## src/rtl/bcd_to_bin_if.sv

```systemverilog
// Handshake bundle between the digit-entry logic (master) and the BCD-to-binary
// converter (slave).
interface bcd_to_bin_if #(
  parameter int DIGITS = 4,
  parameter int BIN_W  = 14
);

  logic                  start;
  logic [4*DIGITS-1:0]   bcd_in;
  logic [BIN_W-1:0]      bin_out;
  logic                  ready;
  logic                  busy;
  logic                  err;

  modport master (
    output start,
    output bcd_in,
    input  bin_out,
    input  ready,
    input  busy,
    input  err
  );

  modport slave (
    input  start,
    input  bcd_in,
    output bin_out,
    output ready,
    output busy,
    output err
  );

endinterface

```

## src/rtl/bcd_to_bin.sv

```systemverilog
// Sequential packed-BCD to binary converter using reverse double-dabble:
// shift the {bcd, bin} register right, then take 3 off any BCD nibble >= 8.
module bcd_to_bin #(
  parameter int DIGITS = 4,
  parameter int BIN_W  = 14
) (
  input  logic         clk,
  input  logic         rst,
  bcd_to_bin_if.slave  bus
);

  localparam int SR_W  = 4 * DIGITS + BIN_W;
  localparam int CNT_W = (BIN_W > 1) ? $clog2(BIN_W) : 1;

  typedef enum logic [1:0] {
    IDLE    = 2'd0,
    CONVERT = 2'd1,
    DONE    = 2'd2
  } state_t;

  state_t             state_r;
  state_t             state_s;
  logic [SR_W-1:0]    shift_r;
  logic [SR_W-1:0]    shifted_s;
  logic [SR_W-1:0]    iter_s;
  logic [CNT_W-1:0]   cnt_r;
  logic               err_pend_r;
  logic [BIN_W-1:0]   bin_out_r;
  logic               ready_r;
  logic               busy_r;
  logic               err_r;
  logic               in_valid_s;
  logic               last_iter_s;

  function automatic logic digits_valid(input logic [4*DIGITS-1:0] v);
    logic ok;
    ok = 1'b1;
    for (int i = 0; i < DIGITS; i++) begin
      if (v[4*i +: 4] > 4'd9) begin
        ok = 1'b0;
      end else begin
        ok = ok;
      end
    end
    return ok;
  endfunction

  assign in_valid_s  = digits_valid(bus.bcd_in);
  assign last_iter_s = (cnt_r == CNT_W'(BIN_W - 1));
  assign shifted_s   = shift_r >> 1;

  // Nibble-local correction; digits never borrow from each other.
  assign iter_s[BIN_W-1:0] = shifted_s[BIN_W-1:0];
  for (genvar g = 0; g < DIGITS; g++) begin : g_fix
    assign iter_s[BIN_W + 4*g +: 4] =
      (shifted_s[BIN_W + 4*g +: 4] >= 4'd8) ? (shifted_s[BIN_W + 4*g +: 4] - 4'd3)
                                             : shifted_s[BIN_W + 4*g +: 4];
  end

  // Next-state decode.
  always_comb begin
    state_s = state_r;
    case (state_r)
      IDLE: begin
        if (bus.start) begin
          state_s = in_valid_s ? CONVERT : DONE;
        end else begin
          state_s = IDLE;
        end
      end
      CONVERT: begin
        if (last_iter_s) begin
          state_s = DONE;
        end else begin
          state_s = CONVERT;
        end
      end
      DONE: begin
        // A rejected input spends one cycle here before its result is published.
        if (err_pend_r) begin
          state_s = DONE;
        end else begin
          state_s = IDLE;
        end
      end
      default: state_s = IDLE;
    endcase
  end

  // State register, shift datapath and registered outputs.
  always_ff @(posedge clk or posedge rst) begin
    if (rst) begin
      state_r    <= IDLE;
      shift_r    <= {SR_W{1'b0}};
      cnt_r      <= {CNT_W{1'b0}};
      err_pend_r <= 1'b0;
      bin_out_r  <= {BIN_W{1'b0}};
      ready_r    <= 1'b0;
      busy_r     <= 1'b0;
      err_r      <= 1'b0;
    end else begin
      state_r <= state_s;
      busy_r  <= (state_s != IDLE);
      ready_r <= 1'b0;
      case (state_r)
        IDLE: begin
          if (bus.start) begin
            if (in_valid_s) begin
              shift_r <= {bus.bcd_in, {BIN_W{1'b0}}};
              cnt_r   <= {CNT_W{1'b0}};
            end else begin
              err_pend_r <= 1'b1;
            end
          end
        end
        CONVERT: begin
          shift_r <= iter_s;
          cnt_r   <= cnt_r + {{(CNT_W-1){1'b0}}, 1'b1};
          if (last_iter_s) begin
            bin_out_r <= iter_s[BIN_W-1:0];
            err_r     <= 1'b0;
            ready_r   <= 1'b1;
          end
        end
        DONE: begin
          if (err_pend_r) begin
            bin_out_r  <= {BIN_W{1'b0}};
            err_r      <= 1'b1;
            ready_r    <= 1'b1;
            err_pend_r <= 1'b0;
          end
        end
        default: begin
          err_pend_r <= 1'b0;
        end
      endcase
    end
  end

  assign bus.bin_out = bin_out_r;
  assign bus.ready   = ready_r;
  assign bus.busy    = busy_r;
  assign bus.err     = err_r;

endmodule

```

## src/flat_wrapper.sv

```systemverilog
// flat-port wrapper written by rule: the top's interface ports become plain ports
module bcd_to_bin_flat 
#(
  parameter int DIGITS = 4,
  parameter int BIN_W  = 14
)
  (clk, rst, bus_start, bus_bcd_in, bus_bin_out, bus_ready, bus_busy, bus_err);
  bcd_to_bin_if #(.DIGITS(DIGITS), .BIN_W(BIN_W)) bus_i ();
  input  logic clk;
  input  logic rst;
  input wire logic [$bits(bus_i.start)-1:0] bus_start;
  input wire logic [$bits(bus_i.bcd_in)-1:0] bus_bcd_in;
  output wire logic [$bits(bus_i.bin_out)-1:0] bus_bin_out;
  output wire logic [$bits(bus_i.ready)-1:0] bus_ready;
  output wire logic [$bits(bus_i.busy)-1:0] bus_busy;
  output wire logic [$bits(bus_i.err)-1:0] bus_err;
  assign bus_i.start = bus_start;
  assign bus_i.bcd_in = bus_bcd_in;
  assign bus_bin_out = bus_i.bin_out;
  assign bus_ready = bus_i.ready;
  assign bus_busy = bus_i.busy;
  assign bus_err = bus_i.err;
  bcd_to_bin #(.DIGITS(DIGITS), .BIN_W(BIN_W)) u_core (.clk(clk), .rst(rst), .bus(bus_i));
endmodule
```

## config.mk

```make
export PLATFORM = sky130hd
export DESIGN_NAME = bcd_to_bin_flat
export DESIGN_NICKNAME = d
export VERILOG_FILES = /design/src/rtl/bcd_to_bin_if.sv /design/src/rtl/bcd_to_bin.sv /design/src/flat_wrapper.sv
export SDC_FILE = /design/constraint.sdc
export NUM_CORES = 1
export LEC_CHECK = 0
export BUFFER_PORTS_ARGS = -buffer_cell sky130_fd_sc_hd__buf_2
export CAP_MARGIN = 10
export CELL_PAD_IN_SITES_DETAIL_PLACEMENT = 2
export CELL_PAD_IN_SITES_GLOBAL_PLACEMENT = 2
export CORE_ASPECT_RATIO = 2
export CORE_UTILIZATION = 37
export CTS_CLUSTER_SIZE = 40
export DETAILED_ROUTE_END_ITERATION = 6
export GPL_ROUTABILITY_DRIVEN = 0
export PLACE_DENSITY = 0.78
export SLEW_MARGIN = 0
export SYNTH_ARGS = -nofsm -noshare
export SYNTH_HDL_FRONTEND = slang
export SYNTH_SLANG_ARGS = --single-unit
```

## constraint.sdc

```tcl
create_clock -name clk -period 2.55 [get_ports clk]
set_clock_uncertainty 0.2 [all_clocks]
set_input_delay 0.3825 -clock clk [delete_from_list [all_inputs] [get_ports clk]]
set_output_delay 0.3825 -clock clk [all_outputs]
set_load 0.02 [all_outputs]
```

---- Yosys cells after proc, flatten, opt, wreduce, memory -nomap -nowiden ----
Index checks and enable logic that the tools add are counted.
operators by class
  $add $sub $neg .......................... 5
  mux-type cells .......................... 31
  reductions and logical operators ........ 7
  order comparisons ....................... 8
  bitwise gates (word level) .............. 1
  equality and inequality tests ........... 8
operator list
  cell                                                    number
  2-to-1 mux 30 bit                                       2
  case mux 30 bit (2 select lines)                        1
  2-to-1 mux 14 bit                                       2
  case mux 14 bit (2 select lines)                        1
  2-to-1 mux 4 bit                                        6
  greater-than comparator 4 bit (second input constant)   4
  >= comparator 4 bit (second input constant)             3
  subtractor 4 x 2 -> 4 bit (second input constant)       3
  2-to-1 mux 1 bit                                        10
  AND reduction 3 bit                                     3
  2-to-1 mux 2 bit                                        4
  case mux 4 bit (2 select lines)                         1
  inequality test 2 x 1 -> 1 bit (second input constant)  3
  case mux 1 bit (2 select lines)                         3
  case mux 2 bit (3 select lines)                         1
  nonzero test 2 bit                                      3
  adder 4 x 1 -> 4 bit (second input constant)            1
  equality test 4 bit (second input constant)             1
  >= comparator 3 x 4 -> 1 bit (second input constant)    1
  inequality test 2 bit (second input constant)           2
  subtractor 3 x 2 -> 4 bit (second input constant)       1
  equality test 2 x 1 -> 1 bit (second input constant)    1
  equality test 2 bit (second input constant)             1
  logical NOT 2 bit                                       1
  inverter 1 bit                                          1
storage, ports and cells
  logic and storage cells ................. 68
  register bits after elaboration ......... 54
  bits of input ports ..................... 19
  output and inout port bits .............. 17

---- Longest topological paths before layout ----
Gate-level depths: netlist of run 1.
  word-level depth ........................ 9
  mapped depth ............................ 8
  depth with buffers taken out ............ 6

---- Worst setup path before layout of run 1 ----
Ideal clock, no wire load.
  kind .................................... register to register
  start point ............................. register u_core.state_r[0]
  end point ............................... register u_core.shift_r[14]
  stages on the path, launching flop included .. 8
  setup time .............................. 0.125 ns
  arrival ................................. 1.616 ns
  path buffers ............................ 2
  required time ........................... 2.225 ns
  setup slack ............................. 0.608 ns
  period minus slack after synthesis ...... 1.942 ns
  cell sequence ........................... dfrtp_1 -> inv_1 -> ha_1 -> buf_2 -> nand2_2 -> o21ai_4 -> buf_12 -> mux2_4
on the way
  cells in the longest elaborated chain, start to end .. 3
  elaborated cells on any way between the ends .. 7
  classes of those cells .................. eq/ne (3); mux (1); reduce/logical (3)
RTL lines
  item                                                                      line               text
  start: declaration                                                        bcd_to_bin.sv:21   state_t state_r;
  start signal: assignment                                                  bcd_to_bin.sv:102  state_r <= state_s;
  logical NOT 2 bit / equality test 2 x 1 -> 1 bit (equally long branches)  bcd_to_bin.sv:105  case (state_r)
  inequality test 2 x 1 -> 1 bit (no line) (tied with other cells)          --
  AND reduction 3 bit (no line)                                             --
  end signal: assignment                                                    bcd_to_bin.sv:94   shift_r <= {SR_W{1'b0}};
  end signal: assignment                                                    bcd_to_bin.sv:109  shift_r <= {bus.bcd_in, {BIN_W{1'b0}}};
  end signal: assignment                                                    bcd_to_bin.sv:117  shift_r <= iter_s;
  end: declaration                                                          bcd_to_bin.sv:23   logic [SR_W-1:0] shift_r;
Several ways; a longest one is shown, not always the timed one.
A chain may end at the register's enable or synchronous reset.

---- Worst setup path in the final report of run 1 ----
  start point ............................. register u_core.state_r[1]
  end point ............................... register u_core.cnt_r[3]
on the way
  cells in the longest elaborated chain, start to end .. 3
  elaborated cells on any way between the ends .. 7
  classes of those cells .................. eq/ne (3); mux (1); reduce/logical (3)
RTL lines
  item                                                                      line               text
  logical NOT 2 bit / equality test 2 x 1 -> 1 bit (equally long branches)  bcd_to_bin.sv:105
  inequality test 2 x 1 -> 1 bit (no line) (tied with other cells)          --
  AND reduction 3 bit (no line)                                             --
  end signal: assignment                                                    bcd_to_bin.sv:95   cnt_r <= {CNT_W{1'b0}};
  end signal: assignment                                                    bcd_to_bin.sv:110  cnt_r <= {CNT_W{1'b0}};
  end signal: assignment                                                    bcd_to_bin.sv:118  cnt_r <= cnt_r + {{(CNT_W-1){1'b0}}, 1'b1};
  end: declaration                                                          bcd_to_bin.sv:26   logic [CNT_W-1:0] cnt_r;
Several ways; a longest one is shown, not always the timed one.

==> summary by stage, run 1 <==
Clock network
CTS built an H-tree with a depth of 2. The TritonCTS clock tree is built. The clock insertion delay at the later pin of the skew report is 0.30 ns. Post-CTS repair changed the size of 0 cells. The number of buffers between clock root and the deepest sink is 2. The root buffer selected by CTS is sky130_fd_sc_hd__clkbuf_16.

The total clock buffers created by CTS is 5. Clock-pin slew was measured on the worst setup and hold paths at 0.07 ns. Counting every sink on the clock net gives 53.

Yosys
Yosys attributes the largest share of cell area to sky130_fd_sc_hd__dfrtp_1, sky130_fd_sc_hd__mux2i_1, sky130_fd_sc_hd__ha_1. The count of synthesis-stage warnings from yosys is 0. The synthesized area divided by synthesized cell count is 10.8 sq um. The number of enable flip-flop cells after synthesis is 0. The cell type contributing the most total cell area after synthesis is sky130_fd_sc_hd__dfrtp_1. Yosys mapped the design onto 40 distinct sky130hd cell types.

After synthesis, the share of flip-flops with an asynchronous set or reset is 1.00. The area share of the largest cell type after synthesis is 0.479. The post-synthesis net count is 288. The commonest cells after synthesis are sky130_fd_sc_hd__dfrtp_1, sky130_fd_sc_hd__inv_1, sky130_fd_sc_hd__nand2_1, sky130_fd_sc_hd__mux2i_1, sky130_fd_sc_hd__nor2_1. The number of synthesized register bits is 53. Counting every instance in the synthesized netlist gives 257. The mapped cell area is 0.00277 sq mm. Yosys instantiated no cell more often than sky130_fd_sc_hd__dfrtp_1. The sequential-to-total area share from yosys stat is 0.479.

For this run, the leading register cell type out of synthesis is sky130_fd_sc_hd__dfrtp_1.

STA
Setup repair after global routing left no endpoint under its margin. The worst relative slew slack is 0.690. The hold slack is 0.141 ns.

The time the worst path needs with I/O delays and setup is 2.16 ns. The hold violation total from the final report is 0. The final number of max-transition violations is 0. The actual slew at the worst max-slew pin is 0.463 ns. The maximum clock frequency is 463 MHz. The post-route clock period utilization is 0.848. The setup TNS after final layout is 0 ns.

The setup violation total in the final timing report is 0.

GRT
The wire length of the first global-routing pass is 11800 um. For this run the aggregate overflow at the end of global routing stands at 0. The initial antenna violation count is 0. Entering global routing, the biggest net connects 54 pins. For this run, the total global-route usage over all layers was measured as 0.197.

The via count of the first global-routing pass came to 2348.

Pwr
The part of the power in the clock network is 0.205. The worst-case IR drop observed on VDD is 0.000433 V. Cell internal power was estimated by the tool at 2.36 mW. The sequential power share is 0.396.

The reported leakage power is 1.51 nW. The proportion of total power due to net switching is 0.392. In this run the power density over the cells is 1200 mW/mm^2. The portion of total power attributed to combinational logic is 0.399.

The switching power is 1.52 mW.

Routing
For this run, design rule violations remaining after detail routing come to 0. The detailed-routing iteration count for the pre-antenna-repair pass is 4. The average vias per placed instance is 5.40. The final wirelength is 7180 um. Once detail routing completed, the nets flagged for antenna violations numbered 0. The count of routing violations after the opening detailed-route iteration is 117. The post-detailed-route wirelength per cell is 18.4 um. The total vias in the final route is 2106.

Die
The effective utilization at floorplan is 0.381. The placeable core region is 0.00727 sq mm. The die covers 0.00785 sq mm. The count of boundary I/O pins is 36.

The die is 124 um tall. The number of core rows is 44. The width of the die is 63.1 um.

Setup path
Data on the critical path arrives at its endpoint at 2.14 ns. The kind of cell adding the most delay to the critical path is buffers and inverters. The critical path goes through inv_1 > ha_1 > buf_4 > nor2_1 > nand2_1 > o311ai_0 > a311o_1.

The largest individual stage delay along the critical path comes from the cell sky130_fd_sc_hd__dfrtp_1. The nature of the critical path startpoint is a flip-flop. By startpoint and endpoint, the worst setup path is classified as flip-flop to flip-flop. For the worst setup path, the data required time is 2.53 ns. Along the worst path, the maximum fanout reaches 25. The number of buffers and inverters on the critical path is 2. The largest single stage delay on the critical path is 0.40 ns. STA classifies the critical path endpoint as a flip-flop.

Final layout
The number of nets in the finished design is 328. The ratio of cells with drive above 1 in the final layout is 0.248. The sequential cells in the finished layout cover a total of 0.00133 sq mm.

The multi-input gate area in the final layout is 0.00124 sq mm. The number of standard cells in the layout, taps in and fillers out is 390. The number of fill cells is 806. Measured on the finished design, the core utilization comes to 0.445. The antenna diode instance count is 0. The signed area change from the synthesized netlist to the final layout is 16.9%.

Run status
The run finished with clean final reports.

Place
The cell count after placement is 379. The count of buffers inserted at the top-level ports is 35. The HPWL after detailed placement is 5270 um.

Min path
The worst hold path belongs to the class input port to flip-flop.

Flow run
The tool flagged a number of max-cap violations equal to 0.
## cell usage in the layout, fill, tap and decap left out, drive strengths merged, types with 2 or more instances in the layout
| cell type | n |
|---|---|
| dfrtp | 53 |
| and3 | 2 |
| and2 | 2 |
| mux2 | 12 |
| a21oi | 7 |
| nand4 | 2 |
| nor2b | 4 |
| nand2 | 20 |
| a22o | 14 |
| inv | 26 |
| buf | 46 |
| a31oi | 7 |
| a211oi | 4 |
| nor2 | 16 |
| o41ai | 3 |
| nand3 | 11 |
| nor3 | 4 |
| mux2i | 18 |
| nand2b | 2 |
| o21ai | 8 |
| xnor2 | 6 |
| o221ai | 3 |
| ha | 12 |
| clkbuf | 7 |
## final cells by class
| class | instances | area share |
|---|---|---|
| Clock inverter | 1 | 0.00928 |
| Timing Repair Buffer | 47 | 0.0867 |
| Multi-Input combinational cell | 164 | 0.384 |
| Tap cell | 92 | 0.0356 |
| Inverter | 26 | 0.0302 |
| Sequential cell | 53 | 0.410 |
| Clock buffer | 7 | 0.0441 |
## power groups by stage
stage	Combinational, mW	Sequential [mW]	Clock (mW)
6_report	1.54	1.54	0.795
2_1_floorplan	1.02	1.57	0
3_5_place_dp	1.54	1.56	0
5_1_grt	1.71	1.58	0.827
3_3_place_gp	1.46	1.53	0
4_1_cts	1.57	1.55	0.817
## cell families (layout without fill, tap and decap cells)
family | after synthesis | count (layout) | synth area share
adder cells (fa/ha/maj) | 12 | 12 | 0.0543
buffers and inverters | 40 | 81 | 0.0715
XOR/XNOR | 6 | 6 | 0.0190
AND/OR/NAND/NOR | 65 | 65 | 0.116
multiplexers | 30 | 30 | 0.115
AO/OA/AOI/OAI | 51 | 51 | 0.145
flip-flops | 53 | 53 | 0.479
## registers in the layout, summed over array words and instances (netlist names)
register            count
u_core.bus.err          1
u_core.bus.busy         1
u_core.shift_r         29
u_core.err_pend_r       1
u_core.bus.bin_out     14
u_core.cnt_r            4
u_core.state_r          2
u_core.bus.ready        1
## path summary, 6_finish.rpt
path | cells after the start | from | slack, ns | end
setup / recovery | 7 | u_core.state_r[1] | 0.39 | u_core.cnt_r[3]
hold / removal | 3 | bus_bcd_in[7] | 0.14 | u_core.shift_r[21]
setup reg to reg | 7 | u_core.state_r[1] | 0.39 | u_core.cnt_r[3]
hold reg to reg | 1 | u_core.bus.bin_out[9] | 0.29 | u_core.bus.bin_out[9]
max in group asynchronous | 4 | rst | 1.40 | u_core.bus.bin_out[12]
min in group asynchronous | 4 | rst | 0.49 | u_core.err_pend_r
## stage by stage
step	cell area, sq um	setup slack [ns]	total power, mW
finish	3230	0.389	3.87
global route	3230	0.226	4.12
global placement	3040	0.278	2.99
detailed placement	3040	0.159	3.10
floorplan	2770	0.608	2.58
CTS	3220	0.161	3.93
## what timing repair did
item | CTS | global route
hold buffers | 1 | 0
setup endpoints to repair | 0 | 2
hold endpoints to repair | 53 | 0
buffers inserted | 0 | 2
## routing by layer
| layer | share of wire | global-route usage | wire, um | vias to the layer above |
|---|---|---|---|---|
| met2 | 0.59 | 0.380 | 4260 | 35 |
| met4 | 0.025 | 0.0889 | 181 | 0 |
| li1 | - | - | - | 968 |
| met3 | 0.020 | 0.0284 | 145 | 12 |
| met1 | 0.36 | 0.199 | 2600 | 1091 |
| met5 | 0 | 0 | 0 | - |
## worst reg2reg max path: stages, from the launching register on
cell	delay, ns
sky130_fd_sc_hd__dfrtp_1	0.40
sky130_fd_sc_hd__inv_1	0.08
sky130_fd_sc_hd__ha_1	0.38
sky130_fd_sc_hd__buf_4	0.35
sky130_fd_sc_hd__nor2_1	0.14
sky130_fd_sc_hd__nand2_1	0.08
sky130_fd_sc_hd__o311ai_0	0.12
sky130_fd_sc_hd__a311o_1	0.29
No activity file was read; power rests on OpenSTA's default activity.
==> inputs of run 2 (changes only) <==
==> constraint.sdc (replaced) <==
create_clock -name clk -period 2 [get_ports clk]
set_clock_uncertainty 0.2 [all_clocks]
set_input_delay 0.3 -clock clk [delete_from_list [all_inputs] [get_ports clk]]
set_output_delay 0.3 -clock clk [all_outputs]
set_load 0.02 [all_outputs]
==> run 2 against run 1 <==
Compared with the run above: critical path depth is the same; via count grew 0.57%; fmax grew 12%; global-route usage grew 0.84 points; non-clock buffer count grew 9; final cell count grew 2.3%; sequential power grew 27%; design area grew 4.4%; combinational power grew 44%; power grew 34%; setup slack lost 0.32 ns; utilization grew 2.0 points; critical endpoint is now u_core.shift_r[4]; highest routed layer unchanged.
==> summary by stage, run 2 (synthesis gave the netlist of run 1 again) <==
Final layout
Registers take 0.00133 sq mm. The number of fill cells is 786. The count of cells in the finished layout, fillers not included, comes to 399. The flip-flop count of the largest register after layout is 29. In the layout the commonest cells are sky130_fd_sc_hd__dfrtp_1, sky130_fd_sc_hd__buf_2, sky130_fd_sc_hd__inv_1. The final layout contains 337 nets. The signed area change from the synthesized netlist to the final layout is 22.1%. 0 antenna diodes ended up in the layout. In the final layout, the multi-input gates occupy 0.00128 sq mm. The library cell used most frequently in the layout, excluding fill and tap cells, is sky130_fd_sc_hd__dfrtp_1. The ratio of cells with drive above 1 in the final layout is 0.290. The register ranked first by flip-flop count is u_core.shift_r. Once layout is done, the placed cells without fillers occupy 0.00338 sq mm.

Die
For this configuration, the core starts out at a cell density of 0.381. The initialized floorplan defines 44 standard-cell rows. The width of the die is 63.1 um. The count of boundary I/O pins is 36.

The area of the die is 0.00785 sq mm. The height of the die is 124 um. The placeable core region is 0.00727 sq mm.

Pwr
The highest ir drop seen on vdd is 0.000586 V. In this run the power density over the cells is 1540 mW/mm^2. Power comes to 5.18 mW.

The reported leakage power is 1.56 nW.

Clock network
The root buffer selected by CTS is sky130_fd_sc_hd__clkbuf_16. The number of H-tree branching levels is 2. For the worst-skew pair, the clock arrives at the later sink with an insertion delay of 0.30 ns. After clock tree synthesis, the clock-pin slew on the worst setup and hold paths is 0.08 ns. The longest clock path from root to sink contains 2 buffers. Counting the buffers created by CTS gives 5. The number of sinks on the clock net is 53.

TritonCTS built the clock tree.

Setup path
Data on the critical path arrives at its endpoint at 1.93 ns. STA classifies the critical path startpoint as a flip-flop. The critical path is of the flip-flop to flip-flop type. The top fanout value on the critical path is 17. Data on the critical path is required at its endpoint by 2.00 ns.

The capturing element type of the critical path is a flip-flop.

Routing
The average vias per placed instance is 5.31. In the routed design, unresolved DRC markers number 0. The total vias in the final route is 2118.

The pre-antenna-repair detailed-routing pass consisted of 4 iterations. The count of nets left with antenna violations after detail routing is 0. After detailed routing, the average wire length per cell comes to 18.4 um.

After the first detailed-routing iteration, the DRC count stood at 107. The final wirelength is 7330 um.

GRT
The via count of the first global-routing pass was 2446. The final global-route overflow total is 0. The overall track demand over capacity in global routing is 0.206.

The first global-routing pass estimated 12500 um of wire. The largest net degree at the start of global routing is 54. The initial antenna violation count is 0.

STA
The setup TNS after final layout is 0 ns. Setup repair after global routing could not meet its margin everywhere. The time the worst path needs with I/O delays and setup is 1.93 ns. Derived from the worst setup path, the maximum achievable clock frequency is 517 MHz. Of the available clock period, the critical path in the final layout requires 0.966. The final number of max-transition violations came to 0. The hold violation total from the final report came to 0.

Headroom to the max-slew limit came out at 0.742. The actual slew at the worst max-slew pin is 0.382 ns. The hold slack is 0.0618 ns. The setup violation total in the final timing report is 0.

Flow run
Max-cap violations in this run came to 0.

Min path
The worst hold path class is input port to flip-flop.

Run status
The run finished with clean final reports.

Place
The count of buffers inserted at the top-level ports is 35. The HPWL after detailed placement is 5290 um. The post-place instance area is 0.00315 sq mm. The cell count after placement is 389.
-- run 2: cell types whose count changed in the layout (fill, tap and decap cells not counted), sizes merged --
cell	previous run	this run
clkbuf	7	6
buf	46	55
clkinvlp	0	1
-- run 2: cell type report --
class                      count  share of cell area
clock buffer                   6              0.0411
sequential                    53               0.393
tap                           92              0.0341
timing repair buffer          56               0.114
multi-input combinational    164               0.378
inverter                      26              0.0289
clock inverter                 2              0.0111
-- run 2: final timing paths --
kind                                   startpoint                      to  slack [ns]  cells after the start
setup reg to reg                u_core.state_r[1]       u_core.shift_r[4]        0.07                      7
hold / removal                     bus_bcd_in[11]      u_core.shift_r[25]        0.06                      3
hold reg to reg            u_core.bus.bin_out[10]  u_core.bus.bin_out[10]        0.29                      1
max in group asynchronous                     rst   u_core.bus.bin_out[1]        0.94                      4
setup / recovery                u_core.state_r[1]       u_core.shift_r[4]        0.07                      7
min in group asynchronous                     rst          u_core.bus.err        0.40                      4
-- run 2: repair_timing --
| item | CTS | global route |
|---|---|---|
| pin swaps | 0 | 3 |
| setup buffers | 0 | 1 |
| hold endpoints to repair | 53 | 0 |
| hold buffers | 1 | 0 |
| setup endpoints to repair | 9 | 24 |
| gates resized for setup | 3 | 4 |
-- run 2: layer usage --
metal / up-vias / global-route usage / share of wire
met2: 34 / 0.398 / 0.59
met3: 11 / 0.0284 / 0.021
met5: - / 0 / 0
met1: 1094 / 0.218 / 0.37
li1: 979 / - / -
met4: 0 / 0.0657 / 0.020
-- run 2: worst max-delay path, cell delays in order (launching register included) --
cell,delay [ns]
sky130_fd_sc_hd__dfrtp_1,0.38
sky130_fd_sc_hd__inv_1,0.15
sky130_fd_sc_hd__ha_4,0.20
sky130_fd_sc_hd__nand2_2,0.08
sky130_fd_sc_hd__o21ai_4,0.17
sky130_fd_sc_hd__buf_12,0.19
sky130_fd_sc_hd__buf_4,0.20
sky130_fd_sc_hd__mux2i_1,0.24
-- run 2: report_power, final --
part,total [mW],internal (mW),switching (mW)
clock,1.03,0.626,0.404
combinational,2.21,1.03,1.18
sequential,1.95,1.52,0.427
total,5.18,3.17,2.01
-- run 2: through the flow --
stage               worst slack [ns]  utilization
floorplan                     0.0584            -
global placement               0.100        0.433
detailed placement            0.0163        0.433
CTS                           0.0136        0.460
global route                 -0.0156        0.465
finish                        0.0671        0.465
==> inputs of run 3 (changes only) <==
--- a/config.mk
+++ b/config.mk
@@ -10,11 +10,12 @@
 export CELL_PAD_IN_SITES_DETAIL_PLACEMENT = 2
 export CELL_PAD_IN_SITES_GLOBAL_PLACEMENT = 2
 export CORE_ASPECT_RATIO = 2
-export CORE_UTILIZATION = 37
+export CORE_UTILIZATION = 39
+export CTS_BUF_LIST = sky130_fd_sc_hd__clkbuf_4
 export CTS_CLUSTER_SIZE = 40
 export DETAILED_ROUTE_END_ITERATION = 6
 export GPL_ROUTABILITY_DRIVEN = 0
-export PLACE_DENSITY = 0.78
+export PLACE_DENSITY = 0.82
 export SLEW_MARGIN = 0
 export SYNTH_ARGS = -nofsm -noshare
 export SYNTH_HDL_FRONTEND = slang
==> run 3 against run 2 <==
Compared with the run above: hold slack lost 0.047 ns; die area decreased by 5.0%; fmax shrank 1.2%; sequential share of layout area grew 0.43 points; final cell count is 1.8% higher; global-route usage rose by 1.9 points; via count up 4.5%; first-iteration DRC count fell by 47%; critical path type unchanged; highest routed layer unchanged.
==> summary by stage, run 3 (synthesis gave the netlist of run 1 again) <==
Pwr
The part of the power in the clock network is 0.114. The reported leakage power is 1.54 nW. The portion of total power attributed to combinational logic is 0.472. The share of total power dissipated in sequential elements is 0.414. The switching power is 2.02 mW.

The total power per unit cell area is 1410 mW/mm^2. Across the VDD grid, the largest voltage drop is 0.000600 V. Of the total power, the share spent switching nets is 0.429. The internal power of the cells totals 2.69 mW.

Setup path
The nature of the critical path startpoint is a flip-flop. In this run the worst path has a maximum fanout of 6. The delay of the slowest cell on the worst path is 0.47 ns. The cell with the biggest individual delay on the critical path is sky130_fd_sc_hd__dfrtp_2. For the worst setup path, the data arrival time is 2.08 ns. Data on the critical path is required at its endpoint by 2.12 ns. Together, buffers and inverters on the worst path number 2. The critical path goes through inv_1 > ha_4 > nand2_2 > buf_4 > nand2_1 > a31oi_1 > o41ai_1.

The capturing element type of the critical path is a flip-flop. The critical path start-end classification is flip-flop to flip-flop. The kind of cell adding the most delay to the critical path is flip-flops.

Place
During placement, the flow inserted port buffers numbering 35. The cell count after placement is 389. The wire-length estimate of the detail-placed layout is 5510 um.

OpenSTA, run right after detailed placement, puts the worst setup slack at -0.00234 ns. After detailed placement, the total cell area comes to 0.00316 sq mm.

Final layout
The library cell used most frequently in the layout, excluding fill and tap cells, is sky130_fd_sc_hd__dfrtp_1. In the final layout, the share of cells above drive strength 1 is 0.292. The multi-input gate area in the final layout is 0.00128 sq mm. The top cell types in the final layout, fill and taps aside, are sky130_fd_sc_hd__dfrtp_1, sky130_fd_sc_hd__buf_2, sky130_fd_sc_hd__inv_1. Compared with the post-synthesis result, the final layout area differs by 20.9%. The count of cells in the finished layout, fillers not included, comes to 406. The number of nets in the finished design is 345. After routing the design area is 0.00334 sq mm. Measured on the finished design, the core utilization comes to 0.485. The register with the most flip-flops in the layout has 29 of them. Across the whole layout, storage elements account for 0.00133 sq mm. After filler insertion, the fill cell instance count of the layout stands at 773. Counting flops per register, the top entry is u_core.shift_r.

Clock network
For the worst-skew pair, the clock arrives at the later sink with an insertion delay of 0.41 ns. CTS placed an instance of sky130_fd_sc_hd__clkbuf_4 at the clock tree root. The number of buffers between clock root and the deepest sink is 2. Clock tree synthesis inserted a total of 5 buffers. The number of sinks on the clock net is 53. After clock tree synthesis, the clock-pin slew on the worst setup and hold paths is 0.17 ns.

The number of H-tree branching levels is 2. The TritonCTS clock tree is built.

STA
In this run the tightest slew margin relative to its limit is 0.697. The hold violation total from the final report is 0. The time the worst path needs with I/O delays and setup is 1.96 ns.

The actual slew at the worst max-slew pin is 0.454 ns. The setup TNS after final layout is 0 ns. The final number of max-transition violations came to 0. Static timing analysis puts the maximum clock frequency at 511 MHz. The least setup slack across all paths after layout is 0.0441 ns. Setup violations remaining at the end of the flow were counted as 0. In the finished design, the share of the clock period the worst path needs comes to 0.978.

Die
The initial utilization of the core area, before any placement, comes to 0.402. From bottom edge to top edge, the die measures 121 um. The initialized floorplan defines 43 standard-cell rows.

The width of the die is 61.6 um. The die covers 0.00745 sq mm. The placeable core region is 0.00689 sq mm.

The count of boundary I/O pins is 36.

GRT
Entering global routing, the biggest net connects 24 pins. The initial antenna violation count came to 1. The via count of the first global-routing pass is 2515. After global routing the overflow that remains totals 0. The wire length of the first global-routing pass is 12300 um. Across every metal layer, demand over resource in global routing totals 0.225.

Flow run
The count of maximum capacitance violations is 0.

Routing
The detailed-route DRC error count is 0. The first detailed-routing pass ran for 4 iterations. The post-detailed-route wirelength per cell is 19.1 um.

Once detail routing completed, the nets flagged for antenna violations numbered 0. Wires add up to 7770 um. After detailed routing, the number of vias per cell comes to 5.45.

The detailed router finished its first iteration with 57 violations. The routed layout has 2213 vias.

Min path
The worst hold path class is input port to flip-flop.

Run status
The flow ran to the end, and the final reports show no timing, DRC or antenna violations.
==> run 3: worst min-delay path: cells and delay by family <==
kind                   cells  cell delay (ns)
AND/OR/NAND/NOR            1             0.10
buffers and inverters      1             0.10
AO/OA/AOI/OAI              1             0.10
==> run 3: area by class of cell <==
class	count	share of cell area
flip-flops and latches	53	0.397
inverters	26	0.0292
clock buffers	5	0.0112
diodes	1	0.000749
repair buffers	64	0.139
clock inverters	3	0.00749
multi-input cells	164	0.382
well taps	90	0.0337
==> run 3: worst paths after layout <==
path	cells after the start	end	slack [ns]	startpoint
min in group asynchronous	3	u_core.bus.bin_out[6]	0.22	rst
worst max-delay path	7	u_core.shift_r[25]	0.04	u_core.state_r[0]
worst min-delay path	3	u_core.shift_r[15]	0.01	bus_bcd_in[1]
max in group asynchronous	4	u_core.shift_r[9]	0.84	rst
worst min register to register	1	u_core.bus.bin_out[7]	0.32	u_core.bus.bin_out[7]
worst max register to register	7	u_core.shift_r[25]	0.04	u_core.state_r[0]
==> run 3: what timing repair did <==
item | CTS | global route
buffers inserted | 0 | 1
gates cloned | 0 | 0
endpoints found under the hold margin | 23 | 0
hold buffers | 7 | 0
setup endpoints to repair | 7 | 39
gates resized for setup | 3 | 7
pin swaps | 0 | 2
==> run 3: stage by stage <==
step           power, mW  hold slack, ns
2_1_floorplan       3.29           0.234
3_3_place_gp        3.96           0.129
3_5_place_dp        4.08           0.136
4_1_cts             4.65          0.0323
5_1_grt             5.04          0.0363
6_report            4.71          0.0147
==> run 3: power groups by stage <==
stage / clock network, mW / logic (mW) / registers [mW]
floorplan: 0 / 1.30 / 2.00
global placement: 0 / 2.01 / 1.94
detailed placement: 0 / 2.11 / 1.97
finish: 0.539 / 2.23 / 1.95
CTS: 0.551 / 2.16 / 1.95
global route: 0.574 / 2.45 / 2.02
==> run 3: metal layers <==
layer | track usage | routed length (um)
met5 | 0 | 0
met2 | 0.442 | 4790
met4 | 0.0875 | 176
met3 | 0.0235 | 132
met1 | 0.218 | 2660
